## src/rtl/interrupt_controller.sv

```systemverilog
// Interrupt controller: edge-detects request lines, waits for a safe instruction boundary,
// injects a two-word interrupt sequence, and redirects fetch to the serviced vector.
module interrupt_controller #(
    parameter int unsigned NUM_IRQ        = 4,
    parameter int unsigned VEC_W          = 2,
    parameter int unsigned BRANCH_STALLS  = 2,
    parameter logic [15:0] NOP_WORD       = 16'h07F8,
    parameter logic [15:0] INT_WORD1      = 16'hF480,
    parameter logic [15:0] INT_WORD2_BASE = 16'h0000
) (
    input  logic               clk,
    input  logic               rst_n,
    input  logic [NUM_IRQ-1:0] irq_req,
    input  logic [NUM_IRQ-1:0] irq_mask,
    input  logic [4:0]         op_code,
    input  logic [2:0]         function_bits,
    input  logic               iam_jmp,
    output logic               int_stall,
    output logic               int_inject,
    output logic [15:0]        int_instruction,
    output logic               int_bubble,
    output logic               int_to_fetch,
    output logic [VEC_W-1:0]   int_vector,
    output logic [NUM_IRQ-1:0] int_pending,
    output logic               int_busy
);

    localparam logic [2:0] StIdle     = 3'd0;
    localparam logic [2:0] StClassify = 3'd1;
    localparam logic [2:0] StPass     = 3'd2;
    localparam logic [2:0] StDrain    = 3'd3;
    localparam logic [2:0] StPush1    = 3'd4;
    localparam logic [2:0] StPush2    = 3'd5;
    localparam logic [2:0] StRedirect = 3'd6;

    logic [2:0]         state_q, state_d;
    logic [2:0]         cnt_q, cnt_d;
    logic [VEC_W-1:0]   vec_q, vec_d;
    logic [NUM_IRQ-1:0] irq_q;
    logic [NUM_IRQ-1:0] pending_q, pending_d;
    logic [NUM_IRQ-1:0] rise, ready, clr;
    logic [VEC_W-1:0]   sel;
    logic               is_branch, is_two_word;

    assign rise  = irq_req & ~irq_q;
    assign ready = pending_q & ~irq_mask;

    // Scan high to low so the lowest-index ready channel wins.
    always_comb begin
        sel = '0;
        for (int i = int'(NUM_IRQ) - 1; i >= 0; i--) begin
            if (ready[i]) sel = VEC_W'(i);
        end
    end

    // A fresh edge in the redirect cycle beats the clear of the serviced bit.
    always_comb begin
        clr = '0;
        if (state_q == StRedirect) clr[vec_q] = 1'b1;
        pending_d = (pending_q & ~clr) | rise;
    end

    always_comb begin
        is_branch   = op_code inside {5'b11001, 5'b11011, 5'b10111, 5'b10110, 5'b10101, 5'b10100};
        is_two_word = (function_bits == 3'b100) || (op_code inside {5'b11000, 5'b11010});
    end

    always_comb begin
        state_d = state_q;
        cnt_d   = cnt_q;
        vec_d   = vec_q;
        case (state_q)
            StIdle: begin
                if (|ready) begin
                    state_d = StClassify;
                    vec_d   = sel;
                end
            end
            StClassify: begin
                if (is_branch) begin
                    state_d = StDrain;
                    cnt_d   = 3'(BRANCH_STALLS);
                end else if (is_two_word) begin
                    state_d = StPass;
                end else if (iam_jmp) begin
                    state_d = StDrain;
                    cnt_d   = 3'd1;
                end else begin
                    state_d = StPush1;
                end
            end
            StPass:     state_d = StClassify;
            StDrain: begin
                cnt_d = cnt_q - 3'd1;
                if (cnt_q == 3'd1) state_d = StPush1;
            end
            StPush1:    state_d = StPush2;
            StPush2:    state_d = StRedirect;
            StRedirect: state_d = StIdle;
            default:    state_d = StIdle;
        endcase
    end

    always_ff @(posedge clk or negedge rst_n) begin
        if (!rst_n) begin
            state_q   <= StIdle;
            cnt_q     <= '0;
            vec_q     <= '0;
            irq_q     <= '0;
            pending_q <= '0;
        end else begin
            state_q   <= state_d;
            cnt_q     <= cnt_d;
            vec_q     <= vec_d;
            irq_q     <= irq_req;
            pending_q <= pending_d;
        end
    end

    always_comb begin
        int_stall       = 1'b0;
        int_inject      = 1'b0;
        int_instruction = '0;
        int_bubble      = 1'b0;
        int_to_fetch    = 1'b0;
        int_vector      = '0;
        case (state_q)
            StDrain: begin
                int_stall       = 1'b1;
                int_inject      = 1'b1;
                int_bubble      = 1'b1;
                int_instruction = NOP_WORD;
            end
            StPush1: begin
                int_stall       = 1'b1;
                int_inject      = 1'b1;
                int_instruction = INT_WORD1;
            end
            StPush2: begin
                int_stall       = 1'b1;
                int_inject      = 1'b1;
                int_instruction = {INT_WORD2_BASE[15:VEC_W], vec_q};
            end
            StRedirect: begin
                int_to_fetch = 1'b1;
                int_vector   = vec_q;
            end
            default: ;
        endcase
    end

    assign int_pending = pending_q;
    assign int_busy    = (state_q != StIdle);

endmodule
```

## config.mk

```make
export PLATFORM = sky130hd
export DESIGN_NAME = interrupt_controller
export DESIGN_NICKNAME = d
export VERILOG_FILES = /design/src/rtl/interrupt_controller.sv
export SDC_FILE = /design/constraint.sdc
export NUM_CORES = 1
export LEC_CHECK = 0
export ABC_AREA = 1
export BUFFER_PORTS_ARGS = -buffer_cell sky130_fd_sc_hd__clkbuf_2
export CORE_MARGIN = 8
export CORE_UTILIZATION = 48
export DETAILED_ROUTE_END_ITERATION = 10
export GPL_TIMING_DRIVEN = 0
export HOLD_SLACK_MARGIN = 0.06
export PLACE_DENSITY = 0.83
export SLEW_MARGIN = 20
export SYNTH_ARGS = -nofsm -noshare
export SYNTH_HDL_FRONTEND = slang
export SYNTH_SLANG_ARGS = --single-unit
```

## constraint.sdc

```tcl
create_clock -name clk -period 3.7 [get_ports clk]
set_input_delay 0.185 -clock clk [delete_from_list [all_inputs] [get_ports clk]]
set_output_delay 0.185 -clock clk [all_outputs]
set_load 0.05 [all_outputs]
```

==> results.ini, run 1 <==
[final_layout]
layout.nets=214
stdcell_count=219
layout-area-overhead-vs-synth_pct=33.3
drive_gt1_share_pct=38.0
n_antenna_cell=0
finish.utilization_pct=68.2

[synthesis]
synth_area_mm2=0.00100
synth_cell_types=19
syn-instance-count=140
synthTopCellsByCount=37 x nand2_1, 21 x inv_1, 16 x dfrtp_1
synth.top_cell.area_share_pct=39.9
synth_area_leaders=dfrtp_1 40%, nand2_1 14%, buf_4 9.0%
avgSynthCellArea_um2=7.17
yosysMostFrequentCell=nand2_1
yosysWarnings=0
async_flop_share_pct=100
yosys.area.top_type=dfrtp_1
synth_edf_count=0
synth_seq_area_share_pct=39.9
synth-main-ff-cell=dfrtp_1
yosys_register_bits=16

[placed_design]
dp_hpwl_um=1920
place.gp.congestion=0.782
pre_cts_slack_ns=2.22
dp.cells=210
portBuffers=42

[clocking]
post_cts.repair.setup_buffers=0
clock-root-buffer=clkbuf_4
clock-sinks=16
hold_buffers=5
worstSkewPairLatency_ns=0.28
numCtsBuffers=3
cts_resized=0
tritoncts=done
cts_max_path_buffers=2
clk_pin_slew_worst_paths_ns=0.09
h-tree-depth=1

[detailed_routing]
drcViolationCount=0
via_count=981
ant_nets=0
firstDrtPassIters=4
viasPerCell=4.48
postRouteWirelength_um=2330
wl_per_cell_um=10.6
initialDrtViolationCount=25

[worst_setup_path]
crit_path_start_kind=flop
critPathBufInv=4
crit_type=reg2out
crit_fanout=9
cp-end-kind=output pin
critical_path_required_ns=3.51
critPathTopFamily=buffers and inverters
crit_path_max_incr_delay_ns=0.46
crit_slowest_cell=dfrtp_1
worst_ep_arrival_time_ns=1.60
rr_worst_depth=6
cp_num_cells=5
path_cells=inv_2, nand3_2, inv_1, buf_4, clkbuf_2

[timing]
report.final.slew_viol_count=0
min_period_ns=1.79
grt_setup_unrepaired=no
finalHoldViolCount=0
fmax_mhz=559
holdWs_ns=0.264
period_share_pct=48.4
tns_ns=0
setup_ws_ns=1.91
fin_skew_ns=0.00283
setup_viol=0

[worst_hold_path]
hold_class=in2reg
hold_path_depth=5

[pwr]
leakage_uw=0.000824
vdd_drop_max_v=0.000474
power_density_mw_per_mm2=881

[floorplan]
dieWidth_um=61.7
start_util_pct=51.1
io_pins=46
core_mm2=0.00196
die_y_um=61.7
die_area_mm2=0.00381
rows=16

[global_routing]
grt_antenna_before_repair=0
grt_pass1_vias=949
grt_overflow=0
met1_usage_pct=11.8
grtUsageMet2_pct=26.0
grt_pass1_wl_um=3710
grt_max_degree=17
grt.busiest_layer=met2
grt_use_total_pct=12.6
met3_usage_pct=4.53

[run]
drv_cap=0

[status]
outcome=finished, final reports clean

==> layout by cell type, fill, tap and decap left out <==
cell and instances:
clkbuf_2 42, nand2_2 2, nand2_1 37, inv_2 6, dlygate4sd3_1 5, nor3_2 1
nor2_2 3, clkbuf_8 1, o21ai_0 4, o2bb2ai_1 1, nand3_1 9, clkbuf_4 3
o21ai_1 6, a21oi_1 4, inv_1 21, xor2_1 1, buf_4 12, o21ai_2 1
ha_1 2, nor2_1 11, dfrtp_1 16, nand3_2 2, conb_1 2
==> kinds of logic after synthesis <==
kind of cell,after synthesis,synth area share [%]
simple gates,65,28.6
buf+inv,39,19.1
xor+xnor,1,0.873
flops,16,39.9
fa+ha+maj,2,2.49
compound gates,16,8.73
other cells,1,0.374
==> metal layers <==
metal,share of wire [%],wire length (um),vias to the layer above
met3,7.9,185,0
met1,35,825,437
met2,57,1320,23
li1,-,-,521
met4,0,0,0
met5,0,0,-
==> power by group <==
group	total [uW]	switching (uW)	internal, uW
Clock	110	50.1	59.8
Sequential	282	52.5	230
Combinational	786	572	213
==> sequential cells by signal (all words and copies together) (netlist names) <==
signal and flops:
int_pending 4, cnt_q 3, irq_q 4, state_q 3, vec_q 2
==> worst reg2reg max path, stage by stage, from the launching register on <==
cell and delay [ns]:
dfrtp_1 0.46, nor3_2 0.35, nand2_1 0.12, nand2_2 0.09
nand2_2 0.07, nand2_1 0.06, nand2_1 0.05
==> worst paths after layout <==
| path | slack [ns] | to | startpoint |
|---|---|---|---|
| worst max-delay path | 1.91 | int_instruction[8] | state_q[2]$_DFFE_PN0P_ |
| worst min-delay path | 0.26 | vec_q[1]$_DFFE_PN0P_ | irq_mask[1] |
| worst max register to register | 2.40 | cnt_q[2]$_DFFE_PN0P_ | state_q[2]$_DFFE_PN0P_ |
| worst min register to register | 0.41 | int_pending[3]$_DFF_PN0_ | irq_q[3]$_DFF_PN0_ |
| max in group asynchronous | 3.07 | cnt_q[1]$_DFFE_PN0P_ | rst_n |
| min in group asynchronous | 0.36 | irq_q[0]$_DFF_PN0_ | rst_n |
==> area by class of cell <==
class | instances | area, um2
fillers | 170 | 624
multi-input cells | 86 | 415
flip-flops and latches | 16 | 400
repair buffers | 47 | 260
inverters | 27 | 101
plain buffers | 12 | 90.1
clock buffers | 4 | 36.3
well taps | 27 | 33.8
==> through the flow <==
stage / power, uW / area, um2
2_1_floorplan: 912 / 1010
3_3_place_gp: 1050 / 1250
3_5_place_dp: 1070 / 1250
4_1_cts: 1190 / 1340
5_1_grt: 1260 / 1340
6_report: 1180 / 1340
Power figures use the tool's default switching activity.
==> run 2, diff against run 1 <==
Settings changed: ABC_AREA 1 to 0, CORE_UTILIZATION 48 to 41, PLACE_DENSITY 0.83 to 0.75.
Clock period 3.7 ns to 1.6 ns, I/O delays scaled along.
==> results.ini, run 2 <==
[detailed_routing]
postRouteWirelength_um=2800
firstDrtPassIters=4
drcViolationCount=0
via_count=1026
viasPerCell=4.89
ant_nets=0
wl_per_cell_um=13.3
initialDrtViolationCount=21

[worst_setup_path]
reg2reg_to=cnt_q[0]$_DFFE_PN0P_
cp_num_cells=4
path_cells=nand3b_1, inv_2, buf_4, buf_8
setup.worst_path.end=int_instruction[8]
worst_ep_arrival_time_ns=1.56
crit_slowest_cell=dfrtp_2
crit_path_start_kind=flop
cp-end-kind=output pin
rr_worst_depth=5
reg2reg_slack_ns=0.16
r2r-start=state_q[2]$_DFFE_PN0P_
critPathBufInv=3
crit_path_start=state_q[2]$_DFFE_PN0P_
critical_path_required_ns=1.52
crit_path_max_incr_delay_ns=0.46
critPathTopFamily=buffers and inverters
crit_fanout=6
crit_type=reg2out

[final_layout]
final_cell_mix=25 x clkbuf_2, 17 x buf_4, 14 x dfrtp_1
register_area_um2=403
layout.nets=202
layout_commonest_cell=clkbuf_2
n_antenna_cell=0
stdcell_count=210
drive_gt1_share_pct=40.6
fillers=181
layout-area-overhead-vs-synth_pct=54.9
multiInputGateArea_um2=493

[clocking]
cts_max_path_buffers=2
numCtsBuffers=3
clock-root-buffer=clkbuf_4
tritoncts=done
worstSkewPairLatency_ns=0.29
clock-sinks=16
clk_pin_slew_worst_paths_ns=0.09
h-tree-depth=1

[synthesis]
synthTopCellsByCount=16 x dfrtp_1, 14 x inv_1, 13 x nand2_1
async_flop_share_pct=100
yosysMostFrequentCell=dfrtp_1
synth_area_leaders=dfrtp_1 39%, buf_4 8.8%, inv_1 5.1%
synth_seq_area_share_pct=39.2
yosys_register_bits=16
synth_area_mm2=0.00102
yosys.area.top_type=dfrtp_1
synth-main-ff-cell=dfrtp_1
yosysWarnings=0
avgSynthCellArea_um2=8.17
synth.top_cell.area_share_pct=39.2
synth_cell_types=35
synth_edf_count=0
syn-instance-count=125

[timing]
fmax_mhz=610
setup_ws_ns=-0.0392
setup_viol=6
min_period_ns=1.64
tns_ns=-0.184
report.final.slew_viol_count=0
fin_skew_ns=0.00498
period_share_pct=102
finalHoldViolCount=0
grt_setup_unrepaired=yes

[pwr]
leakage_uw=0.000832
vdd_drop_max_v=0.00161
power_density_mw_per_mm2=2070
p_total_uw=3280

[floorplan]
core_mm2=0.00241
dieWidth_um=65.9
die_y_um=65.9
start_util_pct=42.4
rows=18
io_pins=46
die_area_mm2=0.00434

[placed_design]
dp_hpwl_um=2090
place.gp.congestion=0.814
portBuffers=42
dp.cells=198

[global_routing]
grt_pass1_wl_um=4510
grt_max_degree=17
grt_antenna_before_repair=0
grt_use_total_pct=12.9
grt_pass1_vias=1049
grt_overflow=0

[run]
drv_cap=0

[status]
outcome=finished with violations
violations=setup timing

[worst_hold_path]
hold_class=in2reg

[run 2: cell types whose count changed after synthesis, moves of 4 or more]
cell,delta
inv_2,-6
o21ai_0,+4
o21ai_1,-6
nand2_1,-24
inv_1,-7
nand2b_1,+7
nand3_1,-8
[run 2: how the worst min path moves through the flow]
stage	startpoint	endpoint	cells past startpoint
after global placement	rst_n	irq_q[0]$_DFF_PN0_	1
after detailed placement	rst_n	irq_q[0]$_DFF_PN0_	1
after CTS	irq_mask[1]	vec_q[1]$_DFFE_PN0P_	4
after global routing	irq_mask[1]	vec_q[1]$_DFFE_PN0P_	4
after floorplan	rst_n	cnt_q[0]$_DFFE_PN0P_	0
final	irq_mask[1]	vec_q[1]$_DFFE_PN0P_	4
[run 2: timing repair]
action                     4_1_cts  5_1_grt
setup endpoints to repair       20       21
buffers inserted                 3        1
resized for setup               28       44
pin swaps                        1        1
hold endpoints to repair        24        0
hold buffers                     5        0
[run 2: logic make-up (layout without fill, tap and decap cells)]
family | Yosys count | in the layout | synth area share, %
other | 1 | 2 | 0.367
and+or+nand+nor | 48 | 48 | 23.8
buffers and inverters | 30 | 84 | 15.7
adders and majority gates | 2 | 2 | 2.45
xor gates and xnor gates | 1 | 1 | 0.858
DFF | 16 | 16 | 39.2
AOI/OAI and AO/OA | 27 | 27 | 17.6
[run 2: through the flow]
step / setup WS, ns / utilization (%) / hold WS, ns / instance area [um2]
6_report: -0.0392 / 65.6 / 0.188 / 1580
5_1_grt: -0.100 / 65.6 / 0.203 / 1580
4_1_cts: -0.0334 / 62.1 / 0.182 / 1500
3_5_place_dp: 0.0987 / 53.1 / 0.0252 / 1280
3_3_place_gp: 0.149 / 53.1 / 0.0196 / 1280
2_1_floorplan: -0.0316 / - / -0.216 / 1030
[run 2: worst register-to-register path: stages, from the launching register on]
cell and delay [ns]:
dfrtp_2 0.46, buf_4 0.16, nand2b_1 0.19, a2111oi_2 0.29, a211oi_1 0.10, o31a_1 0.12
[run 2: layer usage]
metal	track usage (%)	vias to the layer above	share of wire (%)
met1	12.0	499	37
met2	26.7	8	60
li1	-	519	-
met3	3.56	0	3.1
met4	2.45	0	0
met5	0	-	0
[run 2: report_power, final]
part	internal [uW]	leakage [uW]	switching, uW
Sequential	534	0.000176	143
Combinational	936	0.000635	1400
Clock	139	0.0000210	128
Total	1610	0.000832	1670
[run 2: area by class of cell]
class / instances / area share [%]
multi-input combinational: 80 / 31.2
timing repair buffer: 51 / 28.1
sequential: 16 / 25.5
buffer: 15 / 7.28
inverter: 14 / 3.32
tap: 30 / 2.37
clock buffer: 4 / 2.29
==> run 3, diff against run 2 <==
Settings changed: CORE_UTILIZATION 41 to 48, PLACE_DENSITY 0.75 to 0.82.
Clock period 1.6 ns to 2.1 ns, I/O delays scaled along.
==> results.ini, run 3 (synthesized netlist as in run 2, its figures left out) <==
[status]
outcome=finished, final reports clean

[detailed_routing]
drcViolationCount=0
ant_nets=0
firstDrtPassIters=4
wl_per_cell_um=12.3
wl_met3_um=176
postRouteWirelength_um=2510
wl_met2_um=1280
wl_met1_um=1020
top_layer=met4
initialDrtViolationCount=18
via_count=1007
viasPerCell=4.94

[placed_design]
dp_hpwl_um=2010
portBuffers=42
place.gp.congestion=0.835
pre_cts_slack_ns=0.562
placed_cell_area_mm2=0.00127

[final_layout]
register_area_um2=400
layout.nets=199
final_area_mm2=0.00136
fillers=172
n_antenna_cell=0
final_cell_mix=42 x clkbuf_2, 16 x dfrtp_1, 14 x inv_1
layout-area-overhead-vs-synth_pct=32.7
layout_commonest_cell=clkbuf_2
multiInputGateArea_um2=464
drive_gt1_share_pct=33.9

[timing]
fmax_mhz=536
min_period_ns=1.86
report.final.slew_viol_count=0
setup_ws_ns=0.236
period_share_pct=88.8
tightest_slew_ns=0.558
fin_skew_ns=0.00845
setup_viol=0
finalHoldViolCount=0
relSlewSlack_pct=62.5
grt_setup_unrepaired=no
tns_ns=0

[worst_setup_path]
cp-end-kind=output pin
crit_fanout=10
worst_ep_arrival_time_ns=1.76
critPathTopFamily=buffers and inverters
crit_path_start_kind=flop
cp_num_cells=5
rr_worst_depth=4
path_cells=buf_2, nand2b_1, nor2_1, buf_4, clkbuf_2
critical_path_required_ns=2.00
crit_type=reg2out
crit_path_max_incr_delay_ns=0.45
critPathBufInv=3
crit_slowest_cell=dfrtp_1

[floorplan]
io_pins=46
dieWidth_um=62.1
core_mm2=0.00198
die_area_mm2=0.00386
die_y_um=62.1
rows=16
start_util_pct=51.5

[clocking]
cts_resized=0
h-tree-depth=1
post_cts.repair.setup_buffers=0
worstSkewPairLatency_ns=0.30
clk_pin_slew_worst_paths_ns=0.09
numCtsBuffers=3
hold_buffers=5
cts_max_path_buffers=2
clock-sinks=16
tritoncts=done
clock-root-buffer=clkbuf_4

[global_routing]
grt_pass1_wl_um=4250
grt_overflow=0
grt_antenna_before_repair=0
grt_use_total_pct=12.9
grt_pass1_vias=997
grt_max_degree=17

[pwr]
vdd_drop_max_v=0.000895
leakage_uw=0.000762
p_total_uw=2120
power_density_mw_per_mm2=1560

[run]
drv_cap=0

[worst_hold_path]
hold_path_depth=4
hold_class=in2reg

==> run 3: cell count changes in the layout (fill, tap and decap cells not counted), sizes merged <==
| cell | delta |
|---|---|
| buf | -19 |
| clkbuf | +16 |
==> run 3: path summary, 6_finish.rpt <==
kind	from	endpoint	slack [ns]
worst max-delay path	state_q[1]$_DFFE_PN0P_	int_instruction[14]	0.24
worst min-delay path	iam_jmp	state_q[2]$_DFFE_PN0P_	0.22
worst max register to register	state_q[2]$_DFFE_PN0P_	vec_q[0]$_DFFE_PN0P_	0.55
worst min register to register	irq_q[1]$_DFF_PN0_	int_pending[1]$_DFF_PN0_	0.42
max in group asynchronous	rst_n	int_pending[2]$_DFF_PN0_	1.58
min in group asynchronous	rst_n	int_pending[0]$_DFF_PN0_	0.24
==> run 3: where the power goes <==
part | switching, uW | internal [uW] | leakage, uW | total [uW]
clock network | 96.6 | 106 | 0.0000210 | 203
logic | 995 | 424 | 0.000562 | 1420
registers | 95.3 | 403 | 0.000179 | 499
total | 1190 | 933 | 0.000762 | 2120
==> run 3: per-stage QoR <==
stage | util [%] | instances | hold slack [ns]
floorplan | - | 126 | -0.191
global placement | 64.0 | 195 | 0.0398
detailed placement | 64.0 | 195 | 0.0387
CTS | 68.4 | 204 | 0.210
global route | 68.4 | 204 | 0.236
finish | 68.4 | 204 | 0.217
==> run 3: worst reg2reg max path, delay by kind of cell (launching register included) <==
kind,cells,cell delay [ns]
AOI/OAI and AO/OA,2,0.41
and+or+nand+nor,1,0.50
DFF,1,0.37
buffers and inverters,1,0.17
==> run 3: cell type report <==
type	count	area share [%]
tap	27	2.49
timing repair buffer	47	19.2
clock buffer	4	2.68
sequential	16	29.5
inverter	14	3.88
multi-input combinational	80	34.3
buffer	16	7.94
==> run 3: per-layer routing <==
| metal | global-route usage (%) | up-vias |
|---|---|---|
| met1 | 13.2 | 466 |
| met3 | 5.56 | 5 |
| li1 | - | 505 |
| met4 | 3.79 | 0 |
| met2 | 23.2 | 31 |
| met5 | 0 | - |
